### src/rtl/gpio_input_capture_pkg.sv
// Shared definitions for the GPIO input-capture register bank.
// The decoder and firmware headers use these register addresses.
package gpio_input_capture_pkg;

  typedef logic [1:0] reg_addr_t;

  localparam reg_addr_t ADDR_DATA    = 2'd0;
  localparam reg_addr_t ADDR_STATUS  = 2'd1;
  localparam reg_addr_t ADDR_RISE_EN = 2'd2;
  localparam reg_addr_t ADDR_FALL_EN = 2'd3;

  localparam int DEFAULT_WIDTH = 32;

endpackage

### src/rtl/gpio_input_capture_if.sv
// CPU-side register bus of the GPIO input-capture block.
// The address decoder drives the master side; the peripheral is the slave.
interface gpio_input_capture_if #(
  parameter int WIDTH = 32
);

  logic             we;
  logic             re;
  logic [1:0]       addr;
  logic [WIDTH-1:0] data_in;
  logic [WIDTH-1:0] data_out;

  modport master (
    output we, re, addr, data_in,
    input  data_out
  );

  modport slave (
    input  we, re, addr, data_in,
    output data_out
  );

endinterface

### src/rtl/gpio_in_debounce.sv
// One-bit pin conditioner: 2-flop synchroniser followed by a stability counter.
// The debounced output only moves after DEBOUNCE_CYCLES consecutive differing samples.
module gpio_in_debounce #(
  parameter int DEBOUNCE_CYCLES = 4,
  parameter int CNT_W           = 3
) (
  input  logic clk,
  input  logic reset,
  input  logic pin_i,
  output logic deb_o
);

  localparam logic [CNT_W-1:0] CNT_MAX = CNT_W'(DEBOUNCE_CYCLES - 1);

  logic             sync1_q;
  logic             sync2_q;
  logic             deb_q;
  logic             deb_d;
  logic [CNT_W-1:0] cnt_q;
  logic [CNT_W-1:0] cnt_d;

  always_comb begin
    // NOTE: defaults first so every path assigns and no latch is inferred.
    deb_d = deb_q;
    cnt_d = cnt_q;
    if (sync2_q == deb_q) begin
      cnt_d = '0;
    end else if (cnt_q == CNT_MAX) begin
      deb_d = sync2_q;
      cnt_d = '0;
    end else begin
      cnt_d = cnt_q + 1'b1;
    end
  end

  always_ff @(posedge clk) begin
    // NOTE: non-blocking so each flop samples pre-edge values; the synchroniser chain relies on it.
    if (reset) begin
      sync1_q <= 1'b0;
      sync2_q <= 1'b0;
      deb_q   <= 1'b0;
      cnt_q   <= '0;
    end else begin
      sync1_q <= pin_i;
      sync2_q <= sync1_q;
      deb_q   <= deb_d;
      cnt_q   <= cnt_d;
    end
  end

  assign deb_o = deb_q;

endmodule

### src/rtl/gpio_input_capture.sv
// Input GPIO peripheral: per-pin debounce, enabled edge capture into sticky W1C
// status flags, level interrupt, and a combinational register read mux.
module gpio_input_capture
  import gpio_input_capture_pkg::*;
#(
  parameter int WIDTH           = DEFAULT_WIDTH,
  parameter int DEBOUNCE_CYCLES = 4,
  parameter int CNT_W           = 3
) (
  input  logic                 clk,
  input  logic                 reset,
  gpio_input_capture_if.slave  bus,
  input  logic [WIDTH-1:0]     gpio_in,
  output logic                 irq
);

  logic [WIDTH-1:0] deb;
  logic [WIDTH-1:0] deb_dly_q;
  logic [WIDTH-1:0] status_q;
  logic [WIDTH-1:0] status_d;
  logic [WIDTH-1:0] rise_en_q;
  logic [WIDTH-1:0] rise_en_d;
  logic [WIDTH-1:0] fall_en_q;
  logic [WIDTH-1:0] fall_en_d;
  logic [WIDTH-1:0] edge_set;
  logic [WIDTH-1:0] w1c_mask;
  logic [WIDTH-1:0] rd_data;

  for (genvar i = 0; i < WIDTH; i++) begin : g_pin
    gpio_in_debounce #(
      .DEBOUNCE_CYCLES (DEBOUNCE_CYCLES),
      .CNT_W           (CNT_W)
    ) u_deb (
      .clk   (clk),
      .reset (reset),
      .pin_i (gpio_in[i]),
      .deb_o (deb[i])
    );
  end

  assign edge_set = (deb & ~deb_dly_q & rise_en_q) | (~deb & deb_dly_q & fall_en_q);

  always_comb begin
    w1c_mask  = '0;
    rise_en_d = rise_en_q;
    fall_en_d = fall_en_q;
    if (bus.we) begin
      case (bus.addr)
        ADDR_STATUS:  w1c_mask  = bus.data_in;
        ADDR_RISE_EN: rise_en_d = bus.data_in;
        ADDR_FALL_EN: fall_en_d = bus.data_in;
        default:      ;
      endcase
    end
    // Set is OR-ed after the clear so a same-cycle edge survives a W1C.
    status_d = (status_q & ~w1c_mask) | edge_set;
  end

  always_ff @(posedge clk) begin
    if (reset) begin
      deb_dly_q <= '0;
      status_q  <= '0;
      rise_en_q <= '0;
      fall_en_q <= '0;
    end else begin
      deb_dly_q <= deb;
      status_q  <= status_d;
      rise_en_q <= rise_en_d;
      fall_en_q <= fall_en_d;
    end
  end

  always_comb begin
    rd_data = '0;
    if (bus.re) begin
      case (bus.addr)
        ADDR_DATA:    rd_data = deb;
        ADDR_STATUS:  rd_data = status_q;
        ADDR_RISE_EN: rd_data = rise_en_q;
        ADDR_FALL_EN: rd_data = fall_en_q;
        default:      rd_data = '0;
      endcase
    end
  end

  assign bus.data_out = rd_data;
  assign irq          = |status_q;

endmodule

### src/flat_wrapper.sv
// flat-port wrapper written by rule: the top's interface ports become plain ports
module gpio_input_capture_flat import gpio_input_capture_pkg::*;
#(
  parameter int WIDTH           = DEFAULT_WIDTH,
  parameter int DEBOUNCE_CYCLES = 4,
  parameter int CNT_W           = 3
)
  (clk, reset, gpio_in, irq, bus_we, bus_re, bus_addr, bus_data_in, bus_data_out);
  gpio_input_capture_if #(.WIDTH(WIDTH)) bus_i ();
  input  logic clk;
  input  logic reset;
  input  logic [WIDTH-1:0] gpio_in;
  output logic irq;
  input wire logic [$bits(bus_i.we)-1:0] bus_we;
  input wire logic [$bits(bus_i.re)-1:0] bus_re;
  input wire logic [$bits(bus_i.addr)-1:0] bus_addr;
  input wire logic [$bits(bus_i.data_in)-1:0] bus_data_in;
  output wire logic [$bits(bus_i.data_out)-1:0] bus_data_out;
  assign bus_i.we = bus_we;
  assign bus_i.re = bus_re;
  assign bus_i.addr = bus_addr;
  assign bus_i.data_in = bus_data_in;
  assign bus_data_out = bus_i.data_out;
  gpio_input_capture #(.WIDTH(WIDTH), .DEBOUNCE_CYCLES(DEBOUNCE_CYCLES), .CNT_W(CNT_W)) u_core (.clk(clk), .reset(reset), .bus(bus_i), .gpio_in(gpio_in), .irq(irq));
endmodule
### config.mk
export PLATFORM = sky130hd
export DESIGN_NAME = gpio_input_capture_flat
export DESIGN_NICKNAME = d
export VERILOG_FILES = /design/src/rtl/gpio_input_capture_pkg.sv /design/src/rtl/gpio_input_capture_if.sv /design/src/rtl/gpio_in_debounce.sv /design/src/rtl/gpio_input_capture.sv /design/src/flat_wrapper.sv
export SDC_FILE = /design/constraint.sdc
export NUM_CORES = 1
export LEC_CHECK = 0
export BUFFER_PORTS_ARGS = -buffer_cell sky130_fd_sc_hd__buf_4
export CAP_MARGIN = 20
export CELL_PAD_IN_SITES_DETAIL_PLACEMENT = 1
export CELL_PAD_IN_SITES_GLOBAL_PLACEMENT = 1
export CORE_MARGIN = 4
export CORE_UTILIZATION = 34
export CTS_CLUSTER_DIAMETER = 150
export CTS_CLUSTER_SIZE = 20
export DETAILED_ROUTE_END_ITERATION = 8
export PLACE_DENSITY_LB_ADDON = 0.1
export SLEW_MARGIN = 10
export SYNTH_ARGS = -nofsm -noshare
export SYNTH_HDL_FRONTEND = slang
export SYNTH_HIERARCHICAL = 1
export SYNTH_SLANG_ARGS = --single-unit
### constraint.sdc
create_clock -name clk -period 1.9 [get_ports clk]
set_input_delay 0.19 -clock clk [delete_from_list [all_inputs] [get_ports clk]]
set_output_delay 0.19 -clock clk [all_outputs]
set_load 0.05 [all_outputs]
==> metrics.yaml, run 1 <==
status: "complete, but fails checks"
violations: "setup timing"
gr-usage-all-layers_pct: 14.9
p_sw_uw: 2700
initial_core_util_pct: 34.4
hpwl_mm: 19.7
fin_util_pct: 43.1
seq_area_mm2: 0.00655
r2r_cells: 3
fin_ws_ns: -0.233
layout-drive-gt1-share_pct: 23.7
rsz0062_at_grt: "true"
synth_area_mm2: 0.0126
synth_top_area_cell: "dfxtp_1"
syn_inst: 1178
p_sw_share_pct: 23.1
min_period_ns: 2.13
p_int_uw: 9000
clock_latency_ns: 0.51
dr.pass1.iters: 4
path_class: "register to output port"
via_per_inst: 4.89
cts.sinks: 320
synth_seq_cells: 320
slew_headroom_pct: 68.1
die_x_um: 200
p_comb_share_pct: 7.3
use_met2_pct: 25.0
io_pins: 103
routed_wl_mm: 30.4
worst_setup_path_start_kind: "register"
die_h_um: 200
crit_chain: "nor4_4, buf_4, nand4_1, or2_4, buf_6"
rows: 70
ctsLongestPathBuffers: 3
startpoint: "u_core/status_q[10]"
grtUsageMet3_pct: 2.31
ctsRootBufferMaster: "clkbuf_16"
overflow: 0
max_cap_violations: 0
arrival_ns: 1.94
numPortBuffers: 102
required_ns: 1.71
drt_iter0_drc: 250
min_path_cells: 5
grt_max_degree: 68
met1_usage_pct: 20.8
dr_total_vias: 9017
cts_max_level: 1
ir_worst_vdd_v: 0.000454
grt_pass1_wl_mm: 50.2
numCtsBuffers: 19
endpoint_kind: "output port"
timing.rr.start: "u_core/g_pin[7].u_deb/cnt_q[0]"
drtAntennaViolNets: 0
power.density_mw_per_mm2: 742
antenna_found_initial: 3
fillers: 4037
drc: 0
cp.depth: 5
multi_input_area_mm2: 0.00582
yosysWarnings: 6
finClkSkew_ns: 0.00860
setup_violations: 3
syn_nets: 1312
avgSynthCellArea_um2: 10.7
pwr-share-seq_pct: 58.7
worst_slew_pin_slew_ns: 0.479
crit_path_max_incr_delay_ns: 0.36
slew_violations: 0
yosys.area.top_type_share_pct: 50.9
synth.area.top_cells: "dfxtp_1 (51%), ha_1 (6.4%), mux4_2 (4.8%)"
area_growth_pct: 25.2
crit_family: "simple AND/OR/NAND/NOR gates"
avgRoutedWirePerCell_um: 16.5
synthDistinctLibCells: 29
final_nets: 1509
gp_congestion: 0.701
final_hold_viol_count: 0
cp_max_fo: 2
ys_seq_area_share_pct: 50.9
grt.busiest_layer: "met2"
cts_tree: "yes"
cp_num_buf_inv: 2
fmax_ghz: 0.469
hold_ws_ns: 0.236
grt_pass1_vias: 9188
min_period_over_period_pct: 112
crit_slowest_cell: "dfxtp_4"
min-delay-start: "bus_we"
core_area_mm2: 0.0366
design.die.area_mm2: 0.0402
clk_pin_slew_ns: 0.08
min_path_type: "input port to register"
leakage_uw: 0.00583
clockPowerShare_pct: 34.0
## Yosys cell counts (all sizes together)
cell type	count
clkbuf	20
and3	1
buf	22
and3b	1
nand3	1
and2	32
inv	64
a31oi	32
a21oi	64
o21ai	32
nand4	2
nand2	128
nor4b	32
nor2b	96
mux2i	32
ha	64
or2	1
xnor2	32
nor4	72
mux4	32
dfxtp	320
nand3b	66
nor2	32
## power by group through the flow
stage	registers, µW	clock network [µW]	logic, µW
after global placement	7060	0	746
after CTS	6890	4200	872
after global routing	6880	4440	949
after floorplan	7040	0	373
after detailed placement	7060	0	751
final	6860	3980	859
## per-layer routing
metal,share of wire (%),vias up
li1,-,4491
met1,49,4419
met2,47,80
met3,3.0,25
met4,1.4,2
met5,0.043,-
## registers in the layout, indices dropped and copies added, names as in the netlist
signal and flops:
u_core/g_pin.u_deb/cnt_q 96, u_core/deb_dly_q 32, u_core/fall_en_q 32, u_core/g_pin.u_deb/deb_o 32
u_core/g_pin.u_deb/sync1_q 32, u_core/g_pin.u_deb/sync2_q 32, u_core/rise_en_q 32, u_core/status_q 32
## cells by family (layout without fill, tap and decap cells)
logic type / after synthesis / count (layout) / synth area share [%]
AOI/OAI and AO/OA: 128 / 128 / 5.41
adders and majority gates: 64 / 64 / 6.36
xor gates and xnor gates: 32 / 32 / 2.23
other: 0 / 2 / 0
muxes: 64 / 64 / 8.42
DFF: 320 / 320 / 50.9
buffers and inverters: 106 / 301 / 3.79
and+or+nand+nor: 464 / 464 / 22.9
## layout make-up
| class | count | share of cell area (%) |
|---|---|---|
| timing repair buffer | 218 | 13.3 |
| antenna | 2 | 0.0317 |
| clock buffer | 19 | 3.02 |
| tap | 468 | 3.71 |
| inverter | 64 | 1.52 |
| sequential | 320 | 41.5 |
| multi-input combinational | 752 | 36.9 |
## per-stage QoR
stage | total power, µW | instance area, µm² | std cells | TNS (ns) | worst slack, ns
after floorplan | 7410 | 12600 | 1178 | 0 | 0.424
after global placement | 7810 | 14100 | 1733 | 0 | 0.0402
after detailed placement | 7810 | 14100 | 1733 | -0.0510 | -0.0510
after CTS | 12000 | 15500 | 1829 | -0.625 | -0.284
after global routing | 12300 | 15800 | 1843 | -0.574 | -0.319
final | 11700 | 15800 | 1843 | -0.298 | -0.233
## cells in the final DEF, fill, tap and decap left out, drive strengths merged
master,count
a21oi,64
a31oi,32
and2,32
and3,1
and3b,1
buf,152
clkbuf,19
dfxtp,320
diode,2
dlygate4sd3,66
ha,64
inv,64
mux2i,32
mux4,32
nand2,128
nand3,1
nand3b,66
nand4,2
nor2,32
nor2b,96
nor4,72
nor4b,32
o21ai,32
or2,1
xnor2,32
## what timing repair did
action                                  4_1_cts  5_1_grt
endpoints found under the hold margin       102        0
hold buffers                                 66        0
pin swaps                                     4        1
resized for setup                            94       65
endpoints found under the setup margin       33       30
setup buffers                                11       14
## worst reg2reg max path, cell delays in order (launching register included)
cell and delay (ns):
dfxtp_1 0.32, ha_1 0.20, ha_1 0.26, nor4_1 0.29
## path summary, 6_finish.rpt
path | slack [ns] | endpoint
worst min register to register | 0.43 | u_core/g_pin[7].u_deb/cnt_q[0]
worst max register to register | 0.73 | u_core/g_pin[7].u_deb/cnt_q[2]
worst max-delay path | -0.23 | irq
worst min-delay path | 0.24 | u_core/rise_en_q[28]
Power figures use the tool's default switching activity.
==> inputs of run 2 (changes only) <==
--- a/config.mk
+++ b/config.mk
@@ -14,7 +14,7 @@
 export CTS_CLUSTER_DIAMETER = 150
 export CTS_CLUSTER_SIZE = 20
 export DETAILED_ROUTE_END_ITERATION = 8
-export PLACE_DENSITY_LB_ADDON = 0.1
+export PLACE_DENSITY = 0.64
 export SLEW_MARGIN = 10
 export SYNTH_ARGS = -nofsm -noshare
 export SYNTH_HDL_FRONTEND = slang
==> run 2 against run 1 <==
Against the previous run: the flow still finishes with violations (setup timing); clock power barely moved; fmax fell by 1.2%; worst setup slack got worse by 0.026 ns; critical path depth did not move; final cell count fell by 0.54%; total power fell by 0.18%; critical endpoint unchanged; largest cell class unchanged.
==> metrics.yaml, run 2 (synthesis results as in run 1) <==
fin_ws_ns: -0.259
crit_path_max_incr_delay_ns: 0.34
fin_util_pct: 42.6
die_h_um: 200
post-place-ws_ns: -0.0985
slew_violations: 0
layout-drive-gt1-share_pct: 22.2
worst_setup_path_start_kind: "register"
leakage_uw: 0.00574
grt_pass1_wl_mm: 48.9
min_period_over_period_pct: 114
cts_tree: "yes"
met1_usage_pct: 19.1
cp_max_fo: 3
power.density_mw_per_mm2: 749
avgRoutedWirePerCell_um: 16.2
slew_headroom_pct: 70.1
crit_slowest_cell: "dfxtp_2"
pwr-share-seq_pct: 58.8
clk_pin_slew_ns: 0.08
layout_commonest_cell: "dfxtp_1"
routed_wl_mm: 29.7
drc: 0
p_sw_share_pct: 23.0
clockPowerShare_pct: 34.0
required_ns: 1.71
max_cap_violations: 0
clock_latency_ns: 0.50
largest_register_ffs: 96
design.die.area_mm2: 0.0402
hpwl_mm: 19.7
area_growth_pct: 23.9
die_x_um: 200
dr_total_vias: 8997
fillers: 3995
drtAntennaViolNets: 0
seq_area_mm2: 0.00653
ctsRootBufferMaster: "clkbuf_16"
arrival_ns: 1.97
grt_pass1_vias: 9347
endpoint_kind: "output port"
timing.rr.start: "u_core/g_pin[28].u_deb/cnt_q[0]"
setup_violations: 2
timing.rr.end: "u_core/g_pin[28].u_deb/cnt_q[2]"
dr.pass1.iters: 4
antenna_found_initial: 4
final_hold_viol_count: 0
grtUsageMet3_pct: 2.34
multi_input_area_mm2: 0.00578
p_comb_share_pct: 7.2
final_nets: 1498
fmax_ghz: 0.463
dpl_cell_area_mm2: 0.0140
p_int_uw: 8990
worst_slew_pin_slew_ns: 0.448
status: "complete, but fails checks"
core_area_mm2: 0.0366
grt_max_degree: 72
min-delay-start: "reset"
cts_max_level: 1
numPortBuffers: 102
min_path_type: "input port to register"
post-route-cell-area_mm2: 0.0156
crit_chain: "nor4_2, buf_4, nand4_1, or2_4, buf_8"
min_period_ns: 2.16
gr-usage-all-layers_pct: 14.4
finClkSkew_ns: 0.00777
overflow: 0
cts.sinks: 320
ir_worst_vdd_v: 0.000477
path_class: "register to output port"
r2r_setup_slack_ns: 0.72
drt_iter0_drc: 324
regMostFlops: "u_core/g_pin.u_deb/cnt_q"
violations: "setup timing"
layout_common_cells: "dfxtp_1 (270), nand2_1 (128), buf_4 (99)"
startpoint: "u_core/status_q[2]"
ctsLongestPathBuffers: 3
via_per_inst: 4.91
initial_core_util_pct: 34.4
cp-endpoint: "irq"
use_met2_pct: 25.1
io_pins: 103
r2r_cells: 3
rsz0062_at_grt: "true"
gp_congestion: 0.709
numCtsBuffers: 19
rows: 70
grt.busiest_layer: "met2"
p_sw_uw: 2690
[run 2: worst min path at each step]
stage	depth (start not counted)	end	slack (ns)
finish	2	u_core/g_pin[7].u_deb/deb_o	0.02
global route	2	u_core/g_pin[12].u_deb/deb_o	0.03
CTS	2	u_core/g_pin[7].u_deb/deb_o	0.004
detailed placement	2	u_core/g_pin[27].u_deb/sync1_q	0.41
global placement	2	u_core/g_pin[7].u_deb/sync1_q	0.40
floorplan	1	u_core/g_pin[0].u_deb/sync1_q	0.26
[run 2: layout make-up]
type | instances | area share (%)
tap | 468 | 3.75
inverter | 64 | 1.54
antenna | 3 | 0.0481
timing repair buffer | 207 | 12.7
multi-input combinational | 752 | 37.0
sequential | 320 | 41.9
clock buffer | 19 | 3.05
[run 2: power by group through the flow]
stage,sequential (µW),clock [µW],combinational (µW)
floorplan,7040,0,373
global placement,7060,0,723
detailed placement,7060,0,731
CTS,6900,4170,847
global route,6890,4470,923
finish,6870,3970,837
[run 2: stage by stage]
stage	hold WS, ns	std cells	setup TNS (ns)	total power [µW]
3_5_place_dp	0.407	1732	-0.0985	7790
6_report	0.0187	1833	-0.279	11700
5_1_grt	0.0337	1833	-0.525	12300
3_3_place_gp	0.400	1732	-0.152	7780
2_1_floorplan	0.262	1178	0	7410
4_1_cts	0.00434	1820	-0.389	11900
[run 2: critical path: cells and delay by family (launching register included)]
kind,cells,cell delay [ns]
simple gates,3,0.80
flops,1,0.34
buf+inv,2,0.31
[run 2: per-layer routing]
| layer | vias up | wire length [µm] |
|---|---|---|
| met3 | 26 | 922 |
| li1 | 4489 | - |
| met4 | 2 | 420 |
| met1 | 4386 | 14100 |
| met2 | 94 | 14300 |
| met5 | - | 20 |
[run 2: timing repair]
| item | 4_1_cts | 5_1_grt |
|---|---|---|
| gates resized for setup | 68 | 67 |
| setup endpoints to repair | 29 | 30 |
| hold endpoints to repair | 96 | 0 |
| hold buffers | 64 | 0 |
| setup buffers | 5 | 10 |
| pin swaps | 2 | 2 |
